File: config.mk
export PLATFORM = sky130hd
export DESIGN_NAME = sensor_nivel_filtro
export DESIGN_NICKNAME = d
export VERILOG_FILES = /design/src/rtl/sensor_nivel_filtro.sv
export SDC_FILE = /design/constraint.sdc
export NUM_CORES = 1
export LEC_CHECK = 0
export BUFFER_PORTS_ARGS = -buffer_cell sky130_fd_sc_hd__clkbuf_2
export CORE_MARGIN = 2
export CORE_UTILIZATION = 45
export DETAILED_ROUTE_END_ITERATION = 10
export PLACE_DENSITY = 0.7
export SETUP_SLACK_MARGIN = 0.3
export SYNTH_ARGS = -nofsm -noshare
export SYNTH_HDL_FRONTEND = slang
export SYNTH_SLANG_ARGS = --single-unit
export TNS_END_PERCENT = 100
File: constraint.sdc
create_clock -name clk -period 5.7 [get_ports clk]
set_input_delay 0.285 -clock clk [delete_from_list [all_inputs] [get_ports clk]]
set_output_delay 0.285 -clock clk [all_outputs]
set_load 0.005 [all_outputs]
File: src/rtl/sensor_nivel_filtro.sv
// -----------------------------------------------------------------------------
// sensor_nivel_filtro
//
// Conditioning stage for the tank level float switches.
//   - Each raw switch passes through a 2-flop synchroniser.
//   - Each synced bit is debounced independently: it must disagree with its
//     filtered value for DEB_CYCLES consecutive cycles before the filtered
//     value follows it.
//   - The filtered pattern {filt2,filt1,filt0} is checked for thermometer
//     consistency (000, 001, 011, 111).
//   - An inconsistent pattern moves the checker to SUSPEITO. In SUSPEITO the
//     outputs hold the last consistent pattern. If the pattern stays
//     inconsistent for FAULT_CYCLES cycles, the checker enters FALHA. In FALHA
//     the outputs are forced to 111 so that downstream logic closes the inlet.
//
// Configuration macro:
//   LEVEL_FAULT_HOLD_EN
//     - Defined:   FALHA is sticky. Only reset leaves it.
//     - Undefined: FALHA returns to OK on the first consistent filtered
//                  pattern.
//
// Parameters:
//   DEB_CYCLES    debounce length in cycles (>= 1)
//   FAULT_CYCLES  number of inconsistent cycles that raise a fault (>= 1)
//   CNT_W         counter width; 2**CNT_W >= max(DEB_CYCLES, FAULT_CYCLES)
//
// Ports:
//   clk           system clock, rising edge
//   reset         asynchronous reset, active low
//   s_nv0..s_nv2  raw low/mid/high level switches (asynchronous)
//   Nv0..Nv2      conditioned levels
//   nivel_valido  1 while the checker is in OK
//   falha         1 while the checker is in FALHA
//   muda          one-cycle pulse in the cycle after Nv2..Nv0 change
// -----------------------------------------------------------------------------
module sensor_nivel_filtro #(
    parameter int DEB_CYCLES   = 8,
    parameter int FAULT_CYCLES = 16,
    parameter int CNT_W        = 5
) (
    input  logic clk,
    input  logic reset,
    input  logic s_nv0,
    input  logic s_nv1,
    input  logic s_nv2,
    output logic Nv0,
    output logic Nv1,
    output logic Nv2,
    output logic nivel_valido,
    output logic falha,
    output logic muda
);

    localparam logic [CNT_W-1:0] DEB_LAST = CNT_W'(DEB_CYCLES - 1);
    localparam logic [CNT_W-1:0] FC_LAST  = CNT_W'(FAULT_CYCLES - 1);

    typedef enum logic [1:0] {
        ST_OK       = 2'd0,
        ST_SUSPEITO = 2'd1,
        ST_FALHA    = 2'd2
    } state_t;

    logic [2:0]       meta_reg;
    logic [2:0]       sync_reg;
    logic [2:0]       filt_reg;
    logic [2:0]       filt_next;
    logic [2:0]       last_reg;
    logic [CNT_W-1:0] fc_reg;
    state_t           state_reg;
    logic             pattern_ok;
    logic [2:0]       nv;
    logic [2:0]       nv_prev_reg;
    logic             muda_reg;

    // Two-flop synchroniser for all three switches.
    always_ff @(posedge clk or negedge reset) begin
        if (!reset) begin
            meta_reg <= 3'b000;
            sync_reg <= 3'b000;
        end else begin
            meta_reg <= {s_nv2, s_nv1, s_nv0};
            sync_reg <= meta_reg;
        end
    end

    // Per-bit debounce. The counter clears when the synced bit agrees with its
    // filtered value. It also clears on the cycle the filtered value takes the
    // new level, so the counter never saturates.
    genvar gi;
    generate
        for (gi = 0; gi < 3; gi++) begin : g_deb
            logic [CNT_W-1:0] cnt_reg;
            logic             differ;

            assign differ        = (sync_reg[gi] != filt_reg[gi]);
            assign filt_next[gi] = (differ && (cnt_reg == DEB_LAST)) ? sync_reg[gi]
                                                                     : filt_reg[gi];

            always_ff @(posedge clk or negedge reset) begin
                if (!reset) begin
                    cnt_reg <= '0;
                end else if (!differ || (cnt_reg == DEB_LAST)) begin
                    cnt_reg <= '0;
                end else begin
                    cnt_reg <= cnt_reg + CNT_W'(1);
                end
            end
        end
    endgenerate

    always_ff @(posedge clk or negedge reset) begin
        if (!reset) begin
            filt_reg <= 3'b111;
        end else begin
            filt_reg <= filt_next;
        end
    end

    // The checker evaluates the pattern that filt takes on this same edge, so
    // the state and the filtered bits change together. In OK, filt is
    // therefore always consistent, and a half-settled pattern never reaches
    // Nv, not even for one cycle.
    always_comb begin
        pattern_ok = (filt_next == 3'b000) || (filt_next == 3'b001) ||
                     (filt_next == 3'b011) || (filt_next == 3'b111);
    end

    always_ff @(posedge clk or negedge reset) begin
        if (!reset) begin
            state_reg <= ST_OK;
            fc_reg    <= '0;
            last_reg  <= 3'b111;
        end else begin
            case (state_reg)
                ST_OK: begin
                    if (pattern_ok) begin
                        last_reg <= filt_next;
                    end else begin
                        state_reg <= ST_SUSPEITO;
                        fc_reg    <= '0;
                    end
                end
                ST_SUSPEITO: begin
                    if (pattern_ok) begin
                        state_reg <= ST_OK;
                        last_reg  <= filt_next;
                    end else if (fc_reg == FC_LAST) begin
                        state_reg <= ST_FALHA;
                    end else begin
                        fc_reg <= fc_reg + CNT_W'(1);
                    end
                end
                ST_FALHA: begin
`ifdef LEVEL_FAULT_HOLD_EN
                    // Sticky fault: only reset leaves FALHA.
                    state_reg <= ST_FALHA;
`else
                    if (pattern_ok) begin
                        state_reg <= ST_OK;
                        last_reg  <= filt_next;
                    end
`endif
                end
                default: begin
                    state_reg <= ST_OK;
                end
            endcase
        end
    end

    // Level outputs decoded from the state.
    always_comb begin
        nv = 3'b111;
        case (state_reg)
            ST_OK:       nv = filt_reg;
            ST_SUSPEITO: nv = last_reg;
            default:     nv = 3'b111;
        endcase
    end

    // Change detector. Registered, so the pulse appears in the cycle after Nv
    // moves. It lasts exactly one cycle because nv_prev catches up.
    always_ff @(posedge clk or negedge reset) begin
        if (!reset) begin
            nv_prev_reg <= 3'b111;
            muda_reg    <= 1'b0;
        end else begin
            nv_prev_reg <= nv;
            muda_reg    <= (nv != nv_prev_reg);
        end
    end

    assign Nv0          = nv[0];
    assign Nv1          = nv[1];
    assign Nv2          = nv[2];
    assign nivel_valido = (state_reg == ST_OK);
    assign falha        = (state_reg == ST_FALHA);
    assign muda         = muda_reg;

endmodule
After elaboration in Yosys (flattened, before gate mapping)
Cells that the tools add are included.
- register bits after elaboration: 38
- input bits: 5
- output and inout bits: 6
- logic and storage cells: 68
- add/subtract/negate cells: 4
- equality and inequality tests: 18
- multiplexer cells: 16
- reduce and logical (&&, ||, !) cells: 19
- operators by type and width (kind ; count):
    two-way mux 5 bit ; 6
    adder 5 x 1 -> 5 bit (second input constant) ; 4
    == test 5 x 3 -> 1 bit (second input constant) ; 3
    case mux 5 bit (2 select lines) ; 1
    two-way mux 2 bit ; 4
    logical OR 1 bit ; 6
    != test 2 bit (second input constant) ; 3
    case mux 2 bit (3 select lines) ; 1
    case mux 3 bit (2 select lines) ; 1
    == test 5 x 4 -> 1 bit (second input constant) ; 1
    AND reduction 4 bit ; 1
    == test 3 x 1 -> 1 bit (second input constant) ; 1
    == test 3 x 2 -> 1 bit (second input constant) ; 1
    == test 3 bit (second input constant) ; 1
    logical AND 1 bit ; 3
    logical NOT 1 bit ; 3
    logical NOT 3 bit ; 1
    two-way mux 1 bit ; 3
    != test 1 bit ; 3
    != test 3 bit ; 1
    != test 3 bit (second input constant) ; 1
    AND reduction 3 bit ; 1
    OR reduction 3 bit ; 1
    == test 2 x 1 -> 1 bit (second input constant) ; 1
    other kinds (5) ; 5

Longest topological paths before layout
- depth after elaboration: 9
- mapped depth: 7
- gate-level depth less buffers: 6

Worst setup path after synthesis
No wires, ideal clock.
- path type: reg-to-reg
- start: register g_deb[1].cnt_reg[0]
- end: register fc_reg[4]
- library setup time: 126 ps
- arrival: 1917 ps
- data required time: 5574 ps
- path slack: 3657 ps
- stages on the path, launching flop included: 8
- cell sequence: dfrtp_1 -> ha_1 -> nor4bb_4 -> mux2i_2 -> mux2i_2 -> or2_1 -> buf_6 -> a221o_1
- cells in the longest elaborated chain, start to end: 9
- ends and longest elaborated chain (element ; line ; source):
    from (decl) ; 92 ; logic [CNT_W-1:0] cnt_reg;
    from (signal assigned) ; 105 ; cnt_reg <= cnt_reg + CNT_W'(1);
    == test 5 x 3 -> 1 bit (*) ; 96 ; assign filt_next[gi] = (differ && (cnt_reg == DEB_LAST)) ? sync_reg[gi]
    logical AND 1 bit (*) ; 96 ;
    two-way mux 1 bit (*) ; 96 ;
    == test 3 x 1 -> 1 bit / logical NOT 3 bit (equally long branches) ; 124 ; pattern_ok = (filt_next == 3'b000) || (filt_next == 3'b001) ||
    logical OR 1 bit (2 in a row) ; 124 ;
    logical OR 1 bit (*) ; 125 ; (filt_next == 3'b011) || (filt_next == 3'b111);
    != test 2 bit (no source line) ; - ;
    AND reduction 4 bit (no source line) (*) ; - ;
    to (signal assigned) ; 150 ; fc_reg <= fc_reg + CNT_W'(1);
    to (decl) ; 68 ; logic [CNT_W-1:0] fc_reg;
Every way passes the cells marked *; elsewhere a longest branch is shown, timed or not.
A chain may end at the register's enable or synchronous reset.

Worst setup path after layout
Same ends and word-level chain as after synthesis.

==> qor.txt <==
YOSYS
------------------------------------------------------------------------------------
Top cells by count, synth                                               dfrtp_1 (29), nor2_1 (17), dfstp_2 (9), nand3_1 (9), xnor2_1 (9)
Synth top area share                                                           42.6%
Yosys warnings                                                                     0
Number of enable-type register cells in the synthesized netlist                    0
Net Count, Synth                                                                 153
Cell taking the most area after synthesis                                    dfrtp_1
Main synth FF type                                                           dfrtp_1
Most frequent cell after synthesis                                           dfrtp_1
Synthesis-stage register bit count                                                38
Distinct cells, synth                                                             35
Top cells by area, synth                                                dfrtp_1 (43%), dfstp_2 (14%), xnor2_1 (4.6%)
Synthesized instance count                                                       143
Mean post-synth cell area                                                   11.9 um2
Sequential element share of the synthesized area                               56.4%
Proportion of synthesized flip-flops having asynchronous set or reset           100%
Netlist area before placement                                               1710 um2

ROUTE
------------------------------------------------------------------------------------
DRC viols                                                                          0
Detailed Routing Iterations Pass 1                                                 5
Detailed router's first-iteration violation count                                 41
Wire length after detailed routing                                           2490 um
Routed wirelength normalized by instance count                               12.2 um
Via/cell ratio                                                                  5.20
Via count                                                                       1061
ANT nets after route                                                               0

STA
------------------------------------------------------------------------------------
Final hold vios                                                                    0
Setup-failing EPs final                                                            0
Fin crit period                                                              2.14 ns
Post-route clock period utilization                                            37.6%
Fmax                                                                         466 MHz
Max Transition Viols Final                                                         0
RSZ-0062 raised after global routing                                           false
Final setup skew                                                          0.00546 ns
Relative slew slack                                                            41.0%
Worst slew pin tran                                                         0.885 ns
Sum of negative setup slack                                                     0 ns

PLACE
------------------------------------------------------------------------------------
HPWL after detailed placement                                                1810 um
Placed Instances                                                                 196
Routability-driven placement congestion ratio                                  0.848
IO Port Bufs                                                                      10

WORST SETUP PATH
------------------------------------------------------------------------------------
Most common cell type on the critical path                                   mux2i_2
Endpoint class of the critical path                                        flip-flop
Max FO, Critical Path                                                              8
Buffers and inverters on the worst path                                            0
Startpoint-to-endpoint class of the critical path                       flip-flop to flip-flop
Cell family contributing the most delay on the critical path            simple AND/OR/NAND/NOR gates
Worst endpoint data arrival time                                             2.31 ns
Data required time of the critical path                                      5.87 ns
Slowest cell on the critical path                                            dfrtp_1
Crit start category                                                        flip-flop
Cell-by-cell listing of the critical path                               ha_1 > nor4bb_4 > mux2i_2 > mux2i_2 > or2_1 > a221o_1
Delay contributed by the slowest stage of the critical path                  0.37 ns

FLOORPLAN
------------------------------------------------------------------------------------
Starting Density                                                               46.6%
Height of the die                                                            65.6 um
Die Width                                                                    65.6 um
Area of the core                                                            3660 um2
Die Footprint                                                               4300 um2
Number of placement rows                                                          22
I/O pin cnt                                                                       11

PWR
------------------------------------------------------------------------------------
Worst vdd rail ir drop                                                    0.000158 V
Final total power                                                         0.000854 W
Static leakage power                                                        0.891 nW
Pwr Density                                                               450 nW/um2

OUTCOME
------------------------------------------------------------------------------------
Result of the run                                                          completed

CLOCK TREE
------------------------------------------------------------------------------------
Total clock buffers created by CTS                                                 5
Post-CTS Setup Inserts                                                             0
Maximum number of buffers from clock root to sink                                  2
Htree depth                                                                        2
Count of clock tree sinks                                                         38
Quantity of gates resized following cts                                            0
Root buffer cell                                                            clkbuf_8
Number of buffers added to fix hold violations after cts                           0
TritonCTS clock tree                                                             yes
Clk Latency, worst-skew pair                                                 0.29 ns
Register clock-pin slew on the reported worst setup and hold paths           0.07 ns

GLOBAL ROUTE
------------------------------------------------------------------------------------
Number of antenna violations at the first check in global routing                  0
GR Overflow Total                                                                  0
Fraction of met2 tracks used by global routing                                 22.1%
Global Route met1 Usage                                                        16.7%
Largest net degree at the start of global routing                                 39
GR peak layer                                                                   met2
Total global routing track utilization                                         14.5%
Wire length of the first global-routing pass                                 4550 um
Met3 Use GR                                                                    4.62%
Number of global-route vias before repair                                       1082

CELLS AND AREA
------------------------------------------------------------------------------------
Max reg flops                                                                     15
Area growth from synthesis to layout                                           11.3%
Fraction of layout cells with a size suffix above 1                            26.9%
Layout Cells excl Fill                                                           204
Number of nets in the finished design                                            165
Ant diodes                                                                         0

FLOW RUN
------------------------------------------------------------------------------------
Reported max-cap violation count                                                   0

HOLD PATH
------------------------------------------------------------------------------------
Worst hold-check path type                                              primary input to async pin

## worst register-to-register path, stage by stage (launching register included)
cell,delay [ns]
dfrtp_1,0.37
ha_1,0.23
nor4bb_4,0.26
mux2i_2,0.32
mux2i_2,0.17
or2_1,0.32
a221o_1,0.36
## placed cells by master, fill, tap and decap left out, types with 2 or more instances in the layout
cell type,Yosys,final
mux2_4,2,2
nand2b_1,2,2
dfrtp_1,29,29
nor4_1,2,2
nand2_1,3,3
or2_2,3,3
xnor2_1,9,9
clkbuf_8,0,5
nor2b_1,4,4
inv_1,8,8
a21oi_1,3,3
dfstp_2,9,9
and3_1,3,3
xor2_1,6,6
and4bb_2,2,2
o41ai_1,2,2
a211o_1,4,4
nand3_1,9,9
nor2_1,17,17
clkbuf_2,0,10
mux2i_2,3,3
clkinv_2,0,2
ha_1,5,5
## stage by stage
step / cell area, um2 / utilization (%) / hold WS [ns] / worst slack [ns]
after floorplan: 1710 / - / -0.0106 / 3.66
after global placement: 1790 / 48.9 / 0.333 / 3.63
after detailed placement: 1790 / 48.9 / 0.336 / 3.55
after CTS: 1900 / 51.8 / 0.0921 / 3.55
after global routing: 1900 / 51.8 / 0.0870 / 3.35
final: 1900 / 51.8 / 0.0988 / 3.56
## layout make-up
| cell class | count | area, um2 |
|---|---|---|
| clock inverter | 3 | 40.0 |
| multi-input combinational | 92 | 687 |
| fill | 323 | 1760 |
| clock buffer | 5 | 68.8 |
| sequential | 38 | 962 |
| tap | 48 | 60.1 |
| inverter | 8 | 30.0 |
| timing repair buffer | 10 | 50.0 |
## cells by family after synthesis
kind of cell,after synthesis,share of synthesized area [%]
AND/OR/NAND/NOR,50,16.9
XOR/XNOR,15,7.70
AO/OA/AOI/OAI,16,7.19
adder cells (fa/ha/maj),5,3.67
flip-flops,38,56.4
multiplexers,6,4.84
buffers and inverters,13,3.30
## worst paths after layout
check,endpoint,slack [ns],start,depth (start not counted)
worst min-delay path,sync_reg[2],0.1,reset,1
max in group asynchronous,sync_reg[0],5.04,reset,1
min in group clk,meta_reg[2],0.10,s_nv2,1
worst max register to register,fc_reg[4],3.56,g_deb[1].cnt_reg[0],6
worst max-delay path,fc_reg[4],3.56,g_deb[1].cnt_reg[0],6
worst min register to register,sync_reg[0],0.35,meta_reg[0],0
## power breakdown
group | total (W) | switching [W] | internal (W)
sequential | 0.000397 | 0.0000516 | 0.000345
combinational | 0.000242 | 0.000121 | 0.000120
clock | 0.000216 | 0.0000869 | 0.000129
total | 0.000854 | 0.000260 | 0.000594
## layer usage
| metal | vias to the layer above | wire (um) |
|---|---|---|
| li1 | 509 | - |
| met1 | 514 | 1110 |
| met2 | 29 | 1160 |
| met3 | 9 | 116 |
| met4 | 0 | 101 |
| met5 | - | 0 |
No activity file was read; power rests on OpenSTA's default activity.
